### src/rtl/noise_ref_aligner_pkg.sv
// rtl/noise_ref_aligner_pkg.sv - shared ANC datapath widths and delay-line geometry
package noise_ref_aligner_pkg;

  // Sample width shared with the downstream error subtractor.
  localparam int DATA_W          = 16;
  // Reference delay-line depth (power of 2) and its address width.
  localparam int ANC_DELAY_DEPTH = 64;
  localparam int ANC_DELAY_AW    = 6;

endpackage

### src/rtl/noise_ref_aligner_sample_delay_ram.sv
// rtl/noise_ref_aligner_sample_delay_ram.sv - simple dual-port distributed RAM for the reference delay line
module sample_delay_ram
  import noise_ref_aligner_pkg::*;
#(
  parameter int W  = DATA_W,
  parameter int D  = ANC_DELAY_DEPTH,
  parameter int AW = ANC_DELAY_AW
) (
  input  logic          clk,
  input  logic          we,
  input  logic [AW-1:0] waddr,
  input  logic [W-1:0]  wdata,
  input  logic [AW-1:0] raddr,
  output logic [W-1:0]  rdata
);

  logic [W-1:0] mem_q [D];

  // Synchronous write; contents are never reset, stale data is masked upstream.
  always_ff @(posedge clk) begin
    if (we) begin
      mem_q[waddr] <= wdata;
    end
  end

  // Combinational read returns the old word when raddr == waddr (read before write).
  assign rdata = mem_q[raddr];

endmodule

### src/rtl/noise_ref_aligner.sv
// rtl/noise_ref_aligner.sv - pairs primary/reference samples and delays the reference
module noise_ref_aligner
  import noise_ref_aligner_pkg::*;
(
  input  logic                    clk,
  input  logic                    rst,
  input  logic [ANC_DELAY_AW-1:0] delay,
  input  logic [DATA_W-1:0]       pri_in,
  input  logic                    pri_valid,
  input  logic [DATA_W-1:0]       ref_in,
  input  logic                    ref_valid,
  output logic [DATA_W-1:0]       out_pri,
  output logic [DATA_W-1:0]       out_ref,
  output logic                    out_valid,
  output logic                    overrun,
  input  logic                    clear_ovr
);

  localparam logic [ANC_DELAY_AW-1:0] FILL_MAX = ANC_DELAY_AW'(ANC_DELAY_DEPTH - 1);

  logic                    pri_full_q, pri_full_d;
  logic                    ref_full_q, ref_full_d;
  logic [DATA_W-1:0]       pri_slot_q, pri_slot_d;
  logic [DATA_W-1:0]       ref_slot_q, ref_slot_d;
  logic [ANC_DELAY_AW-1:0] wr_ptr_q, wr_ptr_d;
  logic [ANC_DELAY_AW-1:0] fill_q, fill_d;
  logic [ANC_DELAY_AW-1:0] delay_q, delay_d;
  logic [DATA_W-1:0]       out_pri_q, out_pri_d;
  logic [DATA_W-1:0]       out_ref_q, out_ref_d;
  logic                    out_valid_q, out_valid_d;
  logic                    overrun_q, overrun_d;

  logic                    pair;
  logic                    ovr_set;
  logic [DATA_W-1:0]       pri_cur, ref_cur, ref_sel, ram_rdata;
  logic [ANC_DELAY_AW-1:0] rd_addr, fill_eff;

  sample_delay_ram u_ram (
    .clk   (clk),
    .we    (pair),
    .waddr (wr_ptr_q),
    .wdata (ref_cur),
    .raddr (rd_addr),
    .rdata (ram_rdata)
  );

  // A fresh strobe always wins over the held slot value, so an overwrite pairs with the newest sample.
  assign pri_cur  = pri_valid ? pri_in : pri_slot_q;
  assign ref_cur  = ref_valid ? ref_in : ref_slot_q;
  assign pair     = (pri_valid | pri_full_q) & (ref_valid | ref_full_q);
  assign ovr_set  = (pri_valid & pri_full_q) | (ref_valid & ref_full_q);
  assign rd_addr  = wr_ptr_q - delay;
  // A new delay value restarts warm-up starting with the very pair that carries it.
  assign fill_eff = (delay != delay_q) ? '0 : fill_q;

  // Reference selection: bypass at zero delay, zeros during warm-up, else the delayed sample.
  always_comb begin
    ref_sel = ram_rdata;
    if (delay == '0) begin
      ref_sel = ref_cur;
    end else if (fill_eff < delay) begin
      ref_sel = '0;
    end
  end

  // Next-state for slots, pointers, output registers and the sticky overrun flag.
  always_comb begin
    pri_full_d  = pri_full_q;
    ref_full_d  = ref_full_q;
    pri_slot_d  = pri_slot_q;
    ref_slot_d  = ref_slot_q;
    wr_ptr_d    = wr_ptr_q;
    fill_d      = fill_q;
    delay_d     = delay_q;
    out_pri_d   = out_pri_q;
    out_ref_d   = out_ref_q;
    out_valid_d = pair;
    overrun_d   = ovr_set | (overrun_q & ~clear_ovr);
    if (pair) begin
      pri_full_d = 1'b0;
      ref_full_d = 1'b0;
      wr_ptr_d   = wr_ptr_q + 1'b1;
      fill_d     = (fill_eff == FILL_MAX) ? fill_eff : fill_eff + 1'b1;
      delay_d    = delay;
      out_pri_d  = pri_cur;
      out_ref_d  = ref_sel;
    end else begin
      if (pri_valid) begin
        pri_full_d = 1'b1;
        pri_slot_d = pri_in;
      end
      if (ref_valid) begin
        ref_full_d = 1'b1;
        ref_slot_d = ref_in;
      end
    end
  end

  // State registers; reset empties slots and counters but leaves the RAM alone.
  always_ff @(posedge clk or posedge rst) begin
    if (rst) begin
      pri_full_q  <= 1'b0;
      ref_full_q  <= 1'b0;
      pri_slot_q  <= '0;
      ref_slot_q  <= '0;
      wr_ptr_q    <= '0;
      fill_q      <= '0;
      delay_q     <= '0;
      out_pri_q   <= '0;
      out_ref_q   <= '0;
      out_valid_q <= 1'b0;
      overrun_q   <= 1'b0;
    end else begin
      pri_full_q  <= pri_full_d;
      ref_full_q  <= ref_full_d;
      pri_slot_q  <= pri_slot_d;
      ref_slot_q  <= ref_slot_d;
      wr_ptr_q    <= wr_ptr_d;
      fill_q      <= fill_d;
      delay_q     <= delay_d;
      out_pri_q   <= out_pri_d;
      out_ref_q   <= out_ref_d;
      out_valid_q <= out_valid_d;
      overrun_q   <= overrun_d;
    end
  end

  assign out_pri   = out_pri_q;
  assign out_ref   = out_ref_q;
  assign out_valid = out_valid_q;
  assign overrun   = overrun_q;

endmodule
### config.mk
export PLATFORM = sky130hd
export DESIGN_NAME = noise_ref_aligner
export DESIGN_NICKNAME = d
export VERILOG_FILES = /design/src/rtl/noise_ref_aligner_pkg.sv /design/src/rtl/noise_ref_aligner_sample_delay_ram.sv /design/src/rtl/noise_ref_aligner.sv
export SDC_FILE = /design/constraint.sdc
export NUM_CORES = 1
export LEC_CHECK = 0
export ABC_CLOCK_PERIOD_IN_PS = 5450
export CAP_MARGIN = 30
export CELL_PAD_IN_SITES_DETAIL_PLACEMENT = 0
export CELL_PAD_IN_SITES_GLOBAL_PLACEMENT = 1
export CORE_ASPECT_RATIO = 0.7
export CORE_MARGIN = 5
export CORE_UTILIZATION = 50
export CTS_BUF_LIST = sky130_fd_sc_hd__clkbuf_8
export DETAILED_ROUTE_END_ITERATION = 7
export MAX_ROUTING_LAYER = met4
export PLACE_DENSITY_LB_ADDON = 0.1
export SYNTH_ARGS = -nofsm -noshare
export SYNTH_HDL_FRONTEND = slang
export SYNTH_SLANG_ARGS = --single-unit
### constraint.sdc
create_clock -name clk -period 5.45 [get_ports clk]
set_input_delay 0.8175 -clock clk [delete_from_list [all_inputs] [get_ports clk]]
set_output_delay 0.8175 -clock clk [all_outputs]
set_load 0.05 [all_outputs]
==> impl_summary.log <==
INFO  metric finalWirelength = 114600 um
INFO  metric most_instantiated_library_cell_after_synthesis = sky130_fd_sc_hd__edfxtp_1
INFO  metric ys_ff_latch = between 1000 and 1500
INFO  metric seq_area = 32900 um^2
INFO  metric grt_pass1_vias = 22403
INFO  metric number_of_instances_resized_during_post_cts_repair = 0
INFO  metric post_synth_most_frequent_cells = sky130_fd_sc_hd__edfxtp_1 (1024), sky130_fd_sc_hd__mux4_2 (256), sky130_fd_sc_hd__a22oi_1 (129), sky130_fd_sc_hd__nor2_1 (107), sky130_fd_sc_hd__dfrtp_1 (86)
INFO  metric design.core.area = 85810 um^2
INFO  metric htreeDepth = 4
INFO  metric synth.avg_cell_area = 20.32 um^2
INFO  metric synthFlopType = sky130_fd_sc_hd__edfxtp_1
INFO  metric route.antenna.remaining_nets = 0
INFO  metric clk_pin_slew_worst_paths = 0.06 ns
INFO  metric cts_made_buffers = 166
INFO  metric syn_nets = around 2200
INFO  metric area_growth = 13.84%
INFO  metric buffer_ports.inserted = 76
INFO  metric vias = roughly 23000
INFO  metric drive_above_1_share = 25.67%
INFO  metric die_w = around 360 um
INFO  metric multiInputGateArea = 9635 um^2
INFO  metric pre_cts_slack = 0.6648 ns
INFO  metric antenna_violations_before_repair = 4
INFO  metric clock_tree.buffer_depth = 3
INFO  metric synth-edff-count = roughly 1000
INFO  metric tns = 0 ns
INFO  metric required = 6.11 ns
INFO  metric post_cts_hold_buffer_count = 0
INFO  metric std_cell_rows = 90
INFO  metric run_status = complete, no violations
INFO  metric cellPowerDensity = 532.7 nW/um^2
INFO  metric dp_hpwl = 69340 um
INFO  metric slew_viol_final = 0
INFO  metric synth.lib_cells_used.distinct = 50
INFO  metric drc = 0
INFO  metric hold_path_class = primary input to async pin
INFO  metric synth_top_area_share = 71.36%
INFO  metric overall_routing_resource_usage = around 26%
INFO  metric floorplan.io_pins = 77
INFO  metric area_contributors_post_synth = sky130_fd_sc_hd__edfxtp_1 (71%), sky130_fd_sc_hd__mux4_2 (13%), sky130_fd_sc_hd__dfrtp_1 (5.0%), sky130_fd_sc_hd__a22oi_1 (2.2%), sky130_fd_sc_hd__nor2_1 (0.93%)
INFO  metric die_area = 92250 um^2
INFO  metric max_cap_viol_count = 0
INFO  metric grt_setup_unrepaired = no
INFO  metric post-cts-setup-buffers = 0
INFO  metric grt_remaining_overflow = 0
INFO  metric critical_path_capture_point_type = flip-flop
INFO  metric worst_path_setup_slack_after_routing = 1.427 ns
INFO  metric worst-slew-pin-transition = 0.9738 ns
INFO  metric timing.final.setup_violations = 0
INFO  metric place.detailed.instances = 3350
INFO  metric detail_route.vias_per_cell = 6.180
INFO  metric clock_sink_count = 1110
INFO  metric cts_tree = done
INFO  metric clock_tree.root_cell = sky130_fd_sc_hd__clkbuf_8
INFO  metric finish.net_count = 2424
INFO  metric final_cells = ~3700
INFO  metric max-vdd-ir-drop = 0.4250 mV
INFO  metric max_freq = 0.2486 GHz
INFO  metric drt_iter0_drc = 2933
INFO  metric slew_headroom = 34.85%
INFO  metric finClkSkew = 0.03439 ns
INFO  metric yosysWarnings = 0
INFO  metric synthDominantAreaCellType = sky130_fd_sc_hd__edfxtp_1
INFO  metric leakagePower = 0.01602 uW
INFO  metric first_pass_iteration_count_of_the_detailed_router = 6
INFO  metric final_core_util = around 57%
INFO  metric number_of_instances_in_the_synthesized_netlist = 2121
INFO  metric start_util = 50.22%
INFO  metric yosysSeqAreaShare = 76.36%
INFO  metric grt_max_degree = 67
INFO  metric fillCellCount = roughly 6500
INFO  metric hold_viol = 0
INFO  metric finalWeightedCongestion = 0.8619
INFO  metric critical_path_arrival = 4.68 ns
INFO  metric post_synthesis_cell_area = 43090 um^2
INFO  metric worstSkewPairLatency = 0.82 ns
INFO  metric post-route-period-util = 73.81%
INFO  metric fp.dieH = approximately 260 um
INFO  metric worst-setup-path-type = flip-flop to flip-flop
INFO  metric synth_async_sr_flop_share = under 10%
INFO  metric post-route-min-period = 4.023 ns
INFO  metric cp-start-kind = flip-flop
INFO  metric grt_first_pass_wirelength = 163700 um
INFO  metric worst-path-max-fanout = 31
INFO  metric routed_wire_length_per_instance = 31.36 um
## cells in the final DEF, fill, tap and decap left out, types with 5 or more instances in the layout
cell,netlist,layout
sky130_fd_sc_hd__a21oi_1,22,22
sky130_fd_sc_hd__a22oi_1,129,129
sky130_fd_sc_hd__and2_1,5,5
sky130_fd_sc_hd__buf_12,0,17
sky130_fd_sc_hd__buf_4,0,113
sky130_fd_sc_hd__clkbuf_8,0,166
sky130_fd_sc_hd__clkdlybuf4s50_1,0,76
sky130_fd_sc_hd__clkinv_1,0,44
sky130_fd_sc_hd__clkinv_2,0,12
sky130_fd_sc_hd__dfrtp_1,86,86
sky130_fd_sc_hd__edfxtp_1,1024,1024
sky130_fd_sc_hd__ha_1,10,9
sky130_fd_sc_hd__inv_1,24,69
sky130_fd_sc_hd__inv_2,0,11
sky130_fd_sc_hd__mux2_2,21,21
sky130_fd_sc_hd__mux2i_1,27,27
sky130_fd_sc_hd__mux4_2,256,256
sky130_fd_sc_hd__nand2_1,57,56
sky130_fd_sc_hd__nand3_1,80,80
sky130_fd_sc_hd__nand4_1,20,20
sky130_fd_sc_hd__nor2_1,107,106
sky130_fd_sc_hd__nor3_1,7,7
sky130_fd_sc_hd__o2111ai_1,6,6
sky130_fd_sc_hd__o211ai_2,10,10
sky130_fd_sc_hd__o21ai_0,51,51
sky130_fd_sc_hd__xnor2_1,10,10
## metrics by stage
| stage | power, uW | cell area, um^2 | hold slack (ns) |
|---|---|---|---|
| 2_1_floorplan | 15990 | 43090 | 0.4526 |
| 5_1_grt | 27270 | 49050 | 0.4124 |
| 3_3_place_gp | 19950 | 45960 | 0.4655 |
| 4_1_cts | 26280 | 49000 | 0.3907 |
| 3_5_place_dp | 20010 | 45980 | 0.4729 |
| 6_report | 26130 | 49050 | 0.4362 |
## flip-flops by register name, indices dropped and copies added, names as in the netlist, 6 cells and up
signal / flops
u_ram.mem_q: 1024
out_pri: 16
out_ref: 16
pri_slot_q: 16
ref_slot_q: 16
delay_q: 6
fill_q: 6
wr_ptr_q: 6
## path summary, 6_finish.rpt
kind,start,end,slack [ns],cells past startpoint
max reg2reg,wr_ptr_q[0],out_ref[12],1.43,10
min,rst,ref_slot_q[3],0.44,2
max in group asynchronous,rst,pri_slot_q[7],3.79,3
min reg2reg,out_pri[11],out_pri[11],0.48,2
min in group clk,out_pri[11],out_pri[11],0.48,2
max,wr_ptr_q[0],out_ref[12],1.43,10
## worst max-delay path: stages, from the launching register on
cell	delay, ns
sky130_fd_sc_hd__dfrtp_1	0.53
sky130_fd_sc_hd__inv_1	0.17
sky130_fd_sc_hd__ha_4	0.20
sky130_fd_sc_hd__fa_4	0.93
sky130_fd_sc_hd__buf_12	0.30
sky130_fd_sc_hd__buf_12	0.23
sky130_fd_sc_hd__mux4_2	0.31
sky130_fd_sc_hd__a22oi_1	0.68
sky130_fd_sc_hd__nand3_1	0.15
sky130_fd_sc_hd__nand4_1	0.24
sky130_fd_sc_hd__o211ai_2	0.12
## metal layers
metal	up-vias	wire (um)	share of wire [%]	track usage, %
li1	9302	-	-	-
met5	-	0	0	-
met1	12005	51060	45	38.94
met3	138	13200	12	8.868
met4	0	1600	1.4	5.020
met2	1137	48720	43	33.94
## kinds of logic (layout without fill, tap and decap cells)
family | count (synthesis) | in the layout | synth area share, %
xor+xnor | 13 | 13 | 0.2642
fa+ha+maj | 11 | 11 | 0.3368
compound gates | 237 | 237 | 3.853
mux | 305 | 305 | 14.58
other cells | 0 | 3 | 0
simple gates | 296 | 296 | 3.188
flops | 1110 | 1110 | 76.36
buf+inv | 149 | 529 | 1.420
## power by group
| part | internal [uW] | switching (uW) | total, uW |
|---|---|---|---|
| logic | 3680 | 6130 | 9810 |
| registers | 9870 | 170 | 10000 |
| clock network | 3070 | 3220 | 6280 |
## final cells by class
type	instances	share of cell area [%]
well taps	1150	2.933
clock inverters	133	1.513
inverters	24	0.1888
multi-input cells	862	19.64
clock buffers	166	4.658
diodes	3	0.01530
repair buffers	206	3.974
flip-flops and latches	1110	67.07
Note: power is estimated with default switching activity, not from simulation.
